[src/rtl/part_trgt_pkg.sv]
// Shared definitions for the mission-clock target sequencer.
// Holds the sequencer FSM state encoding and the default parameter values
// used by part_trgt_seq and its round-robin selector.
package part_trgt_pkg;

  localparam int N_CH_DEF   = 4;
  localparam int DW_DEF     = 8;
  localparam int WD_MAX_DEF = 10000;

  typedef enum logic [1:0] {
    ST_IDLE  = 2'd0,
    ST_SEND  = 2'd1,
    ST_RECV  = 2'd2,
    ST_ERROR = 2'd3
  } state_t;

endpackage

[src/rtl/part_trgt_rr_arb.sv]
// Round-robin channel selector (purely combinational).
// Searches the pending vector starting at (last_i + 1) mod N_CH and returns
// the first pending channel found.
// Ports:
//   pending_i  per-channel request bits
//   last_i     index of the most recently serviced channel
//   grant_o    one-hot grant of the selected channel
//   idx_o      index of the selected channel
//   valid_o    at least one channel is pending
module part_trgt_rr_arb
  import part_trgt_pkg::*;
#(
  parameter int N_CH = N_CH_DEF,
  localparam int CW  = $clog2(N_CH)
) (
  input  logic [N_CH-1:0] pending_i,
  input  logic [CW-1:0]   last_i,
  output logic [N_CH-1:0] grant_o,
  output logic [CW-1:0]   idx_o,
  output logic            valid_o
);

  logic          found;
  logic [CW:0]   sum;
  logic [CW-1:0] cand;

  // The sum is one bit wider than an index so last_i + i (at most 2*N_CH-1)
  // never overflows before the manual modulo wrap.
  always_comb begin
    grant_o = '0;
    idx_o   = '0;
    found   = 1'b0;
    sum     = '0;
    cand    = '0;
    for (int i = 1; i <= N_CH; i++) begin
      sum = {1'b0, last_i} + (CW+1)'(i);
      if (sum >= (CW+1)'(N_CH)) begin
        sum = sum - (CW+1)'(N_CH);
      end
      cand = sum[CW-1:0];
      if (!found && pending_i[cand]) begin
        found         = 1'b1;
        grant_o[cand] = 1'b1;
        idx_o         = cand;
      end
    end
    valid_o = found;
  end

endmodule

[src/rtl/part_trgt_seq.sv]
// Mission-clock target sequencer.
// Detects rising edges on per-channel mission clocks, freezes the channel,
// and services channels round-robin: optionally sends a vector out (SEND),
// optionally receives a data word back (RECV), then releases the freeze.
// A watchdog traps stalled transactions in ERROR until reset.
// Ports:
//   clk_i, rst_i          utility clock, synchronous active-high reset
//   mclk_i                mission clock levels (sampled on clk_i)
//   put_en_i, get_en_i    enable the send / receive phases
//   sut_i                 {valid, data} from the SUT, sent for channel N_CH-1
//   tx_*                  outgoing vector stream
//   rx_*                  incoming data stream
//   freeze_o              per-channel mission clock hold
//   chan_data_o           last received {wen, data} per channel
//   busy_o                FSM not idle
//   wd_err_o, ovr_o, ch_err_o  sticky error flags
//   dbg_state_o           current FSM state, for observation only
//
// Handshakes: a word transfers on a clk_i edge where valid and ready are both
// 1. tx_valid_o, tx_ch_o and tx_data_o are held stable until tx_ready_i; a
// receive word is consumed only when rx_ready_o is 1 (words arriving while
// rx_ready_o is 0 are ignored).
module part_trgt_seq
  import part_trgt_pkg::*;
#(
  parameter int N_CH   = N_CH_DEF,
  parameter int DW     = DW_DEF,
  parameter int WD_MAX = WD_MAX_DEF,
  localparam int CW    = $clog2(N_CH)
) (
  input  logic                   clk_i,
  input  logic                   rst_i,
  input  logic [N_CH-1:0]        mclk_i,
  input  logic                   put_en_i,
  input  logic                   get_en_i,
  input  logic [DW:0]            sut_i,
  output logic                   tx_valid_o,
  output logic [CW-1:0]          tx_ch_o,
  output logic [DW:0]            tx_data_o,
  input  logic                   tx_ready_i,
  input  logic                   rx_valid_i,
  input  logic [CW-1:0]          rx_ch_i,
  input  logic [DW:0]            rx_data_i,
  output logic                   rx_ready_o,
  output logic [N_CH-1:0]        freeze_o,
  output logic [N_CH*(DW+1)-1:0] chan_data_o,
  output logic                   busy_o,
  output logic                   wd_err_o,
  output logic                   ovr_o,
  output logic                   ch_err_o,
  output state_t                 dbg_state_o
);

  localparam int WDW = $clog2(WD_MAX + 1);

  state_t            state_q, state_d;
  logic [N_CH-1:0]   mclk_q;
  logic [N_CH-1:0]   armed_q;
  logic [N_CH-1:0]   pending_q;
  logic [N_CH-1:0]   edge_det;
  logic [N_CH-1:0]   cpl_mask;
  logic [CW-1:0]     sel_q;
  logic [CW-1:0]     last_q;
  logic [DW:0]       tx_data_q;
  logic [WDW-1:0]    wd_q;
  logic [DW:0]       chan_q [N_CH];
  logic              wd_err_q, ovr_q, ch_err_q;

  logic [N_CH-1:0]   arb_grant;
  logic [CW-1:0]     arb_idx;
  logic              arb_valid;

  logic              ld_sel, cpl_en, wd_clr, wd_inc, wr_en;
  logic              ch_err_set, wd_err_set, wd_hit;
  logic [CW-1:0]     cpl_idx;

  part_trgt_rr_arb #(.N_CH(N_CH)) u_arb (
    .pending_i (pending_q),
    .last_i    (last_q),
    .grant_o   (arb_grant),
    .idx_o     (arb_idx),
    .valid_o   (arb_valid)
  );

  // armed_q blocks a channel until it has been seen low after reset, so a
  // clock that is already high when reset releases does not fake an edge.
  assign edge_det = mclk_i & ~mclk_q & armed_q;

  always_comb begin
    state_d    = state_q;
    ld_sel     = 1'b0;
    cpl_en     = 1'b0;
    cpl_idx    = sel_q;
    wd_clr     = 1'b0;
    wd_inc     = 1'b0;
    wr_en      = 1'b0;
    ch_err_set = 1'b0;
    wd_err_set = 1'b0;
    wd_hit     = (wd_q == WDW'(WD_MAX - 1));
    case (state_q)
      ST_IDLE: begin
        if (arb_valid) begin
          ld_sel  = 1'b1;
          cpl_idx = arb_idx;
          if (put_en_i) begin
            state_d = ST_SEND;
            wd_clr  = 1'b1;
          end else if (get_en_i) begin
            state_d = ST_RECV;
            wd_clr  = 1'b1;
          end else begin
            cpl_en = 1'b1;
          end
        end
      end
      ST_SEND: begin
        if (tx_ready_i) begin
          if (get_en_i) begin
            state_d = ST_RECV;
            wd_clr  = 1'b1;
          end else begin
            state_d = ST_IDLE;
            cpl_en  = 1'b1;
          end
        end else if (wd_hit) begin
          state_d    = ST_ERROR;
          wd_err_set = 1'b1;
        end else begin
          wd_inc = 1'b1;
        end
      end
      ST_RECV: begin
        if (rx_valid_i && (rx_ch_i == sel_q)) begin
          state_d = ST_IDLE;
          wr_en   = 1'b1;
          cpl_en  = 1'b1;
        end else begin
          ch_err_set = rx_valid_i;
          if (wd_hit) begin
            state_d    = ST_ERROR;
            wd_err_set = 1'b1;
          end else begin
            wd_inc = 1'b1;
          end
        end
      end
      default: state_d = ST_ERROR;
    endcase
  end

  // In IDLE the completing channel is the arbiter's pick; otherwise it is the
  // channel latched when the transaction started.
  always_comb begin
    cpl_mask = '0;
    if (cpl_en) begin
      cpl_mask = (state_q == ST_IDLE) ? arb_grant : (N_CH'(1) << sel_q);
    end
  end

  always_ff @(posedge clk_i) begin
    if (rst_i) begin
      state_q   <= ST_IDLE;
      mclk_q    <= '0;
      armed_q   <= '0;
      pending_q <= '0;
      sel_q     <= '0;
      last_q    <= CW'(N_CH - 1);
      tx_data_q <= '0;
      wd_q      <= '0;
      wd_err_q  <= 1'b0;
      ovr_q     <= 1'b0;
      ch_err_q  <= 1'b0;
      for (int k = 0; k < N_CH; k++) begin
        chan_q[k] <= '0;
      end
    end else begin
      state_q   <= state_d;
      mclk_q    <= mclk_i;
      armed_q   <= armed_q | ~mclk_i;
      // A new edge on a completing channel re-arms it rather than overrunning.
      pending_q <= (pending_q & ~cpl_mask) | edge_det;
      if (|(edge_det & pending_q & ~cpl_mask)) begin
        ovr_q <= 1'b1;
      end
      if (ch_err_set) begin
        ch_err_q <= 1'b1;
      end
      if (wd_err_set) begin
        wd_err_q <= 1'b1;
      end
      if (ld_sel) begin
        sel_q     <= arb_idx;
        tx_data_q <= (arb_idx == CW'(N_CH - 1)) ? sut_i : '0;
      end
      if (cpl_en) begin
        last_q <= cpl_idx;
      end
      if (wd_clr) begin
        wd_q <= '0;
      end else if (wd_inc) begin
        wd_q <= wd_q + WDW'(1);
      end
      if (wr_en) begin
        chan_q[sel_q] <= rx_data_i;
      end
    end
  end

  for (genvar k = 0; k < N_CH; k++) begin : g_chan
    assign chan_data_o[k*(DW+1) +: DW+1] = chan_q[k];
  end

  assign tx_valid_o  = (state_q == ST_SEND);
  assign tx_ch_o     = sel_q;
  assign tx_data_o   = tx_data_q;
  assign rx_ready_o  = (state_q == ST_RECV);
  assign freeze_o    = pending_q;
  assign busy_o      = (state_q != ST_IDLE);
  assign wd_err_o    = wd_err_q;
  assign ovr_o       = ovr_q;
  assign ch_err_o    = ch_err_q;
  assign dbg_state_o = state_q;

endmodule

[config.mk]
export PLATFORM = sky130hd
export DESIGN_NAME = part_trgt_seq
export DESIGN_NICKNAME = d
export VERILOG_FILES = /design/src/rtl/part_trgt_pkg.sv /design/src/rtl/part_trgt_rr_arb.sv /design/src/rtl/part_trgt_seq.sv
export SDC_FILE = /design/constraint.sdc
export NUM_CORES = 1
export LEC_CHECK = 0
export CAP_MARGIN = 15
export CORE_ASPECT_RATIO = 0.5
export CORE_UTILIZATION = 45
export CTS_CLUSTER_DIAMETER = 120
export DETAILED_ROUTE_END_ITERATION = 12
export GPL_TIMING_DRIVEN = 0
export PLACE_DENSITY = 0.73
export SYNTH_ARGS = -nofsm -noshare
export SYNTH_HDL_FRONTEND = slang
export SYNTH_HIERARCHICAL = 1
export SYNTH_SLANG_ARGS = --single-unit
[constraint.sdc]
create_clock -name clk_i -period 2.8 [get_ports clk_i]
set_clock_uncertainty 0.1 [all_clocks]
set_input_delay 0.28 -clock clk_i [delete_from_list [all_inputs] [get_ports clk_i]]
set_output_delay 0.28 -clock clk_i [all_outputs]
set_load 0.01 [all_outputs]
==> results of run 1 <==
sequential cells by signal (all words and copies together), names as in the netlist:
name         flops
chan_q          36
wd_q            14
tx_data_o        9
armed_q          4
freeze_o         4
mclk_q           4
dbg_state_o      2
last_q           2
tx_ch_o          2
ch_err_o         1
ovr_o            1
wd_err_o         1
routing by layer:
layer / share of wire (%) / global-route usage, %
met4: 0.69 / 6.601
met3: 5.2 / 6.871
met1: 48 / 26.11
met2: 47 / 32.18
met5: 0 / 0
worst register-to-register path, delay by kind of cell, from the launching register on:
kind,cells,cell delay [ps]
AOI/OAI and AO/OA,5,960
buffers and inverters,4,600
DFF,1,400
adders and majority gates,1,320
muxes,1,210
area by class of cell:
class | instances | area, um^2
fill | 697 | 2974
sequential | 80 | 1967
multi-input combinational | 273 | 1827
timing repair buffer | 89 | 885.9
clock buffer | 10 | 229.0
tap | 112 | 140.1
buffer | 20 | 137.6
inverter | 18 | 67.56
clock inverter | 6 | 60.06
cells by family after synthesis:
family	share of synthesized area, %
multiplexers	2.383
flip-flops	49.17
XOR/XNOR	2.415
buffers and inverters	5.142
AO/OA/AOI/OAI	17.18
AND/OR/NAND/NOR	19.63
adder cells (fa/ha/maj)	4.077
timing repair:
item,in CTS,in global routing
endpoints found under the setup margin,5,10
gates cloned,0,0
pin swaps,0,0
resized for setup,2,3
setup buffers,0,2
per-stage QoR:
step                instances  utilization, %  hold WS, ps  power, mW
floorplan                 391               -        271.8      1.847
CTS                       606           63.86        55.59      3.283
global placement          590           60.34        338.4      2.128
detailed placement        590           60.34        343.9      2.134
finish                    608           64.12        67.13      3.272
global route              608           64.12        61.08      3.426
power breakdown:
part	total, mW	internal [mW]	switching (mW)	leakage (nW)
clock	1.14	0.685	0.458	0.136
sequential	1.33	1.28	0.0517	0.730
combinational	0.801	0.351	0.450	1.10
final timing paths:
kind	to	slack (ps)
worst max-delay path	ovr_o	90
worst min register to register	armed_q[0]	350
worst max register to register	ovr_o	90
worst min-delay path	mclk_q[0]	70
cells in the final DEF (no fill, tap or decap), types with 3 or more instances in the layout:
master           Yosys  final
or2_2                4      4
a311oi_1             3      3
nand3_1              4      4
inv_1               17     17
a31oi_1              4      4
o21ai_0              7      7
nand3b_1             3      3
nor2_1              44     43
a221o_1              4      4
buf_6                6      6
xnor2_1              3      3
edfxtp_1            36     36
a211oi_1             3      3
a31o_2               3      3
clkbuf_16            0      9
nor3_1               4      4
a22oi_1              9      9
buf_4                2      4
or4_1                3      3
and3_1              10     10
o31ai_1              6      6
and2_1              28     28
clkdlybuf4s50_1      0     87
dfxtp_1             44     42
nor2b_1              8      8
xor2_1               8      8
clkbuf_1             6      7
a21oi_1             22     22
o21ai_1              5      5
buf_2                4      4
ha_1                13     13
mux2i_1              5      5
o2111ai_1            7      7
nand2_1             24     24
nand2b_1             4      4
==> results.yml, run 1 <==
outcome:
  status: "completed"
cts:
  cts_buffers: 9
  cts_root_buf: "clkbuf_16"
  clockBufferDepth: 2
  path_clk_slew_ps: 60
  cts_tree: "yes"
  htree_levels: 3
  clock_latency_ps: 330
  clock_sinks: 80
  hold_buffers: 0
sta:
  fin_crit_ps: 2710
  relSlewSlack_pct: 62.97
  finalCritPeriodShare_pct: 96.77
  fin_setup_tns_ps: 0
  fmax_mhz: 369.0
  maxSlewViolCount: 0
  finalSetupViolations: 0
  layout_setup_ws_ps: 90.32
  hold_viol: 0
  worst_slew_pin_slew_ps: 553.3
pwr:
  irDropWorstVdd_mv: 0.3715
  cellLeakagePower_nw: 1.968
  cellPowerDensity_nw_per_um2: 615.7
worst_setup_path:
  reg2reg_depth: 11
  critPathCaptureType: "register"
  crit_cells: 11
  worstPathCellList: "buf_4 > inv_2 > ha_1 > buf_6 > mux2i_4 > buf_4 > o21ai_1 > a221o_1 > a211oi_1 > a2111oi_1 > a31oi_1"
  start_kind: "register"
  crit_type: "register to register"
  crit_path_max_incr_delay_ps: 410
  cp_num_buf_inv: 4
  path_max_fanout: 10
  critical-path-slowest-cell: "a2111oi_1"
  timing.rr.start: "last_q[0]"
  crit_start: "last_q[0]"
  worst_ep_arrival_time_ps: 2810
  cp.required_ps: 2900
  critical-path-top-delay-family: "compound AO/OA/AOI/OAI gates"
  cpMostUsedCell: "buf_4"
synth:
  syn_area_um2: 3990
  async_reset_ff_share_pct: 0
  synth-seq-cells: 80
  ys_seq_area_share_pct: 49.17
  syn_avg_cell_area_um2: 10.20
  synth_top_area_share_pct: 27.09
  synth_cells: 391
  netlist_top_cells_area: "edfxtp_1, dfxtp_1, and2_1, nor2_1, ha_1"
  synth_top_area_cell: "edfxtp_1"
  syn_nets: 434
  synth_edf_count: 36
  synth_ff_type: "dfxtp_1"
  ys_warn_count: 6
  synth.distinct_cells: 64
  synthTopCellsByCount: "dfxtp_1, nor2_1, edfxtp_1, and2_1, nand2_1"
floorplan:
  dieWidth_um: 135.2
  die_area_um2: 9270
  io-pin-count: 89
  initial_core_util_pct: 48.14
  fp-row-count: 23
  core_um2: 8288
  die_y_um: 68.59
detailed_routing:
  vias: 3242
  drt_iter0_markers: 187
  first_pass_iters: 4
  ant_nets: 0
  drc_errors: 0
  vias_per_cell: 5.332
  wirelength_mm: 9.155
  wl_per_cell_um: 15.06
cells_and_area:
  diodes: 0
  final_area_um2: 5314
  syn_to_final_growth_pct: 33.18
  drive_above_1_share_pct: 10.28
  nNetsFinal: 534
place:
  port_buffers: 87
  post_dp_cell_area_um2: 5001
  dpl_worst_slack_ps: -37.49
  globalplace.congestion: 0.8298
  dp_hpwl_mm: 6.434
job:
  max_cap_violations: 0
grt:
  grt_max_degree: 14
  grt_pass1_wl_mm: 14.08
  grtUsageTotal_pct: 20.21
  grt_pass1_vias: 2866
  grt.overflow.total: 0
  antenna_found_initial: 0
min_path:
  hp-class: "input port to register"
  hold_depth: 2
  holdCritStartpoint: "rst_i"
Power figures use the tool's default switching activity.
==> run 2: changes to the inputs <==
--- a/config.mk
+++ b/config.mk
@@ -7,11 +7,11 @@
 export LEC_CHECK = 0
 export CAP_MARGIN = 15
 export CORE_ASPECT_RATIO = 0.5
-export CORE_UTILIZATION = 45
+export CORE_UTILIZATION = 51
 export CTS_CLUSTER_DIAMETER = 120
 export DETAILED_ROUTE_END_ITERATION = 12
 export GPL_TIMING_DRIVEN = 0
-export PLACE_DENSITY = 0.73
+export PLACE_DENSITY = 0.81
 export SYNTH_ARGS = -nofsm -noshare
 export SYNTH_HDL_FRONTEND = slang
 export SYNTH_HIERARCHICAL = 1
==> run 2 against run 1 <==
Net effect:
- cell count fell by 0.99%
- core utilization rose by 7.0 points
- maximum frequency increased by 2.3%
- global-route usage up 4.2 points
- die area fell by 12%
- register-to-register slack improved by 60 ps
- sequential cell count did not move
- critical path depth shrank 1
- sequential power barely moved
- largest cell class unchanged
- largest power group unchanged
==> results.yml, run 2 (synthesis results as in run 1) <==
min_path:
  hp-class: "input port to register"
  min_to: "mclk_q[2]"
  hold_depth: 2
  holdCritStartpoint: "rst_i"
cells_and_area:
  mostFrequentLayoutCells: "clkdlybuf4s50_1, nor2_1, dfxtp_1"
  diodes: 0
  syn_to_final_growth_pct: 33.02
  nNetsFinal: 532
  register_area_um2: 1964
  fill_cells: 542
  multi_input_area_um2: 1846
  final_area_um2: 5308
  largest_reg_flops: 36
  layout_commonest_cell: "clkdlybuf4s50_1"
  utilization_pct: 71.15
  drive_above_1_share_pct: 10.73
  regMostFlops: "chan_q"
cts:
  clock_latency_ps: 320
  cts_tree: "yes"
  cts_buffers: 9
  path_clk_slew_ps: 60
  clockBufferDepth: 2
  hold_buffers: 0
  cts_root_buf: "clkbuf_16"
  clock_sinks: 80
  post_cts_buffers: 0
  htree_levels: 3
sta:
  hold_ws_ps: 72.81
  finalSetupViolations: 0
  layout_setup_ws_ps: 150.0
  maxSlewViolCount: 0
  fmax_mhz: 377.4
  fin_setup_tns_ps: 0
  hold_viol: 0
  finalCritPeriodShare_pct: 94.64
  worst_slew_pin_slew_ps: 629.3
  relSlewSlack_pct: 57.96
  rsz0062_at_grt: "no"
  fin_crit_ps: 2650
worst_setup_path:
  reg2reg_depth: 10
  timing.rr.start: "last_q[0]"
  start_kind: "register"
  worstPathCellList: "buf_4 > inv_2 > ha_1 > buf_6 > mux2i_4 > o21ai_1 > a221o_1 > a21oi_2 > o311ai_0 > a31oi_1"
  path_max_fanout: 10
  crit_path_max_incr_delay_ps: 410
  crit_start: "last_q[0]"
  critPathCaptureType: "register"
  cp.required_ps: 2950
  rr_endpoint: "ovr_o"
  critical-path-slowest-cell: "dfxtp_2"
  worst_ep_arrival_time_ps: 2800
  crit_type: "register to register"
  ff2ff_setup_slack_ps: 150
grt:
  grt_pass1_vias: 3153
  grt_max_degree: 14
  grt.overflow.total: 0
  grtUsageTotal_pct: 24.36
  grt_pass1_wl_mm: 15.59
  antenna_found_initial: 0
detailed_routing:
  vias: 3257
  ant_nets: 0
  drc_errors: 0
  drt_iter0_markers: 252
  vias_per_cell: 5.410
  first_pass_iters: 4
  wirelength_mm: 9.226
  wl_per_cell_um: 15.33
place:
  dp_hpwl_mm: 6.592
  dpl_worst_slack_ps: 41.97
  globalplace.congestion: 0.8570
  port_buffers: 87
  post_dp_cell_area_um2: 4996
outcome:
  status: "completed"
floorplan:
  initial_core_util_pct: 53.49
  fp-row-count: 22
  core_um2: 7460
  die_y_um: 64.55
  die_area_um2: 8203
  dieWidth_um: 127.1
  io-pin-count: 89
pwr:
  irDropWorstVdd_mv: 0.3725
  cellPowerDensity_nw_per_um2: 610.0
  cellLeakagePower_nw: 1.971
job:
  max_cap_violations: 0
-- run 2: cell types whose count changed in the layout (fill, tap and decap cells not counted), sizes merged --
| cell | before | now |
|---|---|---|
| clkbuf | 16 | 19 |
| bufinv | 1 | 0 |
| buf | 15 | 13 |
| clkinvlp | 2 | 0 |
-- run 2: critical path, delay by kind of cell (launching register included) --
family | cells | cell delay (ps)
buf+inv | 3 | 440
fa+ha+maj | 1 | 310
compound gates | 5 | 970
mux | 1 | 340
flops | 1 | 410
-- run 2: through the flow --
| step | total power, mW | cells |
|---|---|---|
| 2_1_floorplan | 1.847 | 391 |
| 3_3_place_gp | 2.120 | 586 |
| 3_5_place_dp | 2.135 | 586 |
| 4_1_cts | 3.240 | 602 |
| 5_1_grt | 3.401 | 602 |
| 6_report | 3.238 | 602 |
-- run 2: final cells by class --
| class | instances | share of cell area, % |
|---|---|---|
| plain buffers | 20 | 2.593 |
| repair buffers | 87 | 16.41 |
| multi-input cells | 273 | 34.77 |
| flip-flops and latches | 80 | 37.01 |
| clock buffers | 13 | 5.116 |
| clock inverters | 3 | 0.2829 |
| inverters | 18 | 1.273 |
| well taps | 108 | 2.546 |
-- run 2: where the power goes --
part | switching (mW) | internal (mW) | total [mW]
sequential | 0.0510 | 1.28 | 1.33
clock | 0.421 | 0.674 | 1.10
combinational | 0.465 | 0.350 | 0.815
-- run 2: routing by layer --
layer / wire length, um / global-route usage [%] / vias to the layer above
li1: - / - / 1613
met3: 354 / 5.615 / 8
met2: 4477 / 41.41 / 87
met5: 0 / 0 / -
met4: 91 / 6.696 / 0
met1: 4302 / 31.48 / 1549
-- run 2: how the worst max path moves through the flow --
stage | cells past startpoint | end | slack, ps
floorplan | 11 | ovr_o | 360
global placement | 11 | ovr_o | 60
detailed placement | 11 | ovr_o | 40
CTS | 10 | ovr_o | 5
global route | 11 | tx_data_o[5] | 20
finish | 10 | ovr_o | 150
-- run 2: repair_timing --
action                                 CTS  global route
setup endpoints to repair                1            14
endpoints found under the hold margin    0             0
pin swaps                                0             1
gates resized for setup                  1             7
==> run 3: changes to the inputs <==
--- a/config.mk
+++ b/config.mk
@@ -16,3 +16,4 @@
 export SYNTH_HDL_FRONTEND = slang
 export SYNTH_HIERARCHICAL = 1
 export SYNTH_SLANG_ARGS = --single-unit
+export TNS_END_PERCENT = 5
==> results of run 3 <==
Same layout as run 2: the final DEF is identical, and so are final timing and power.
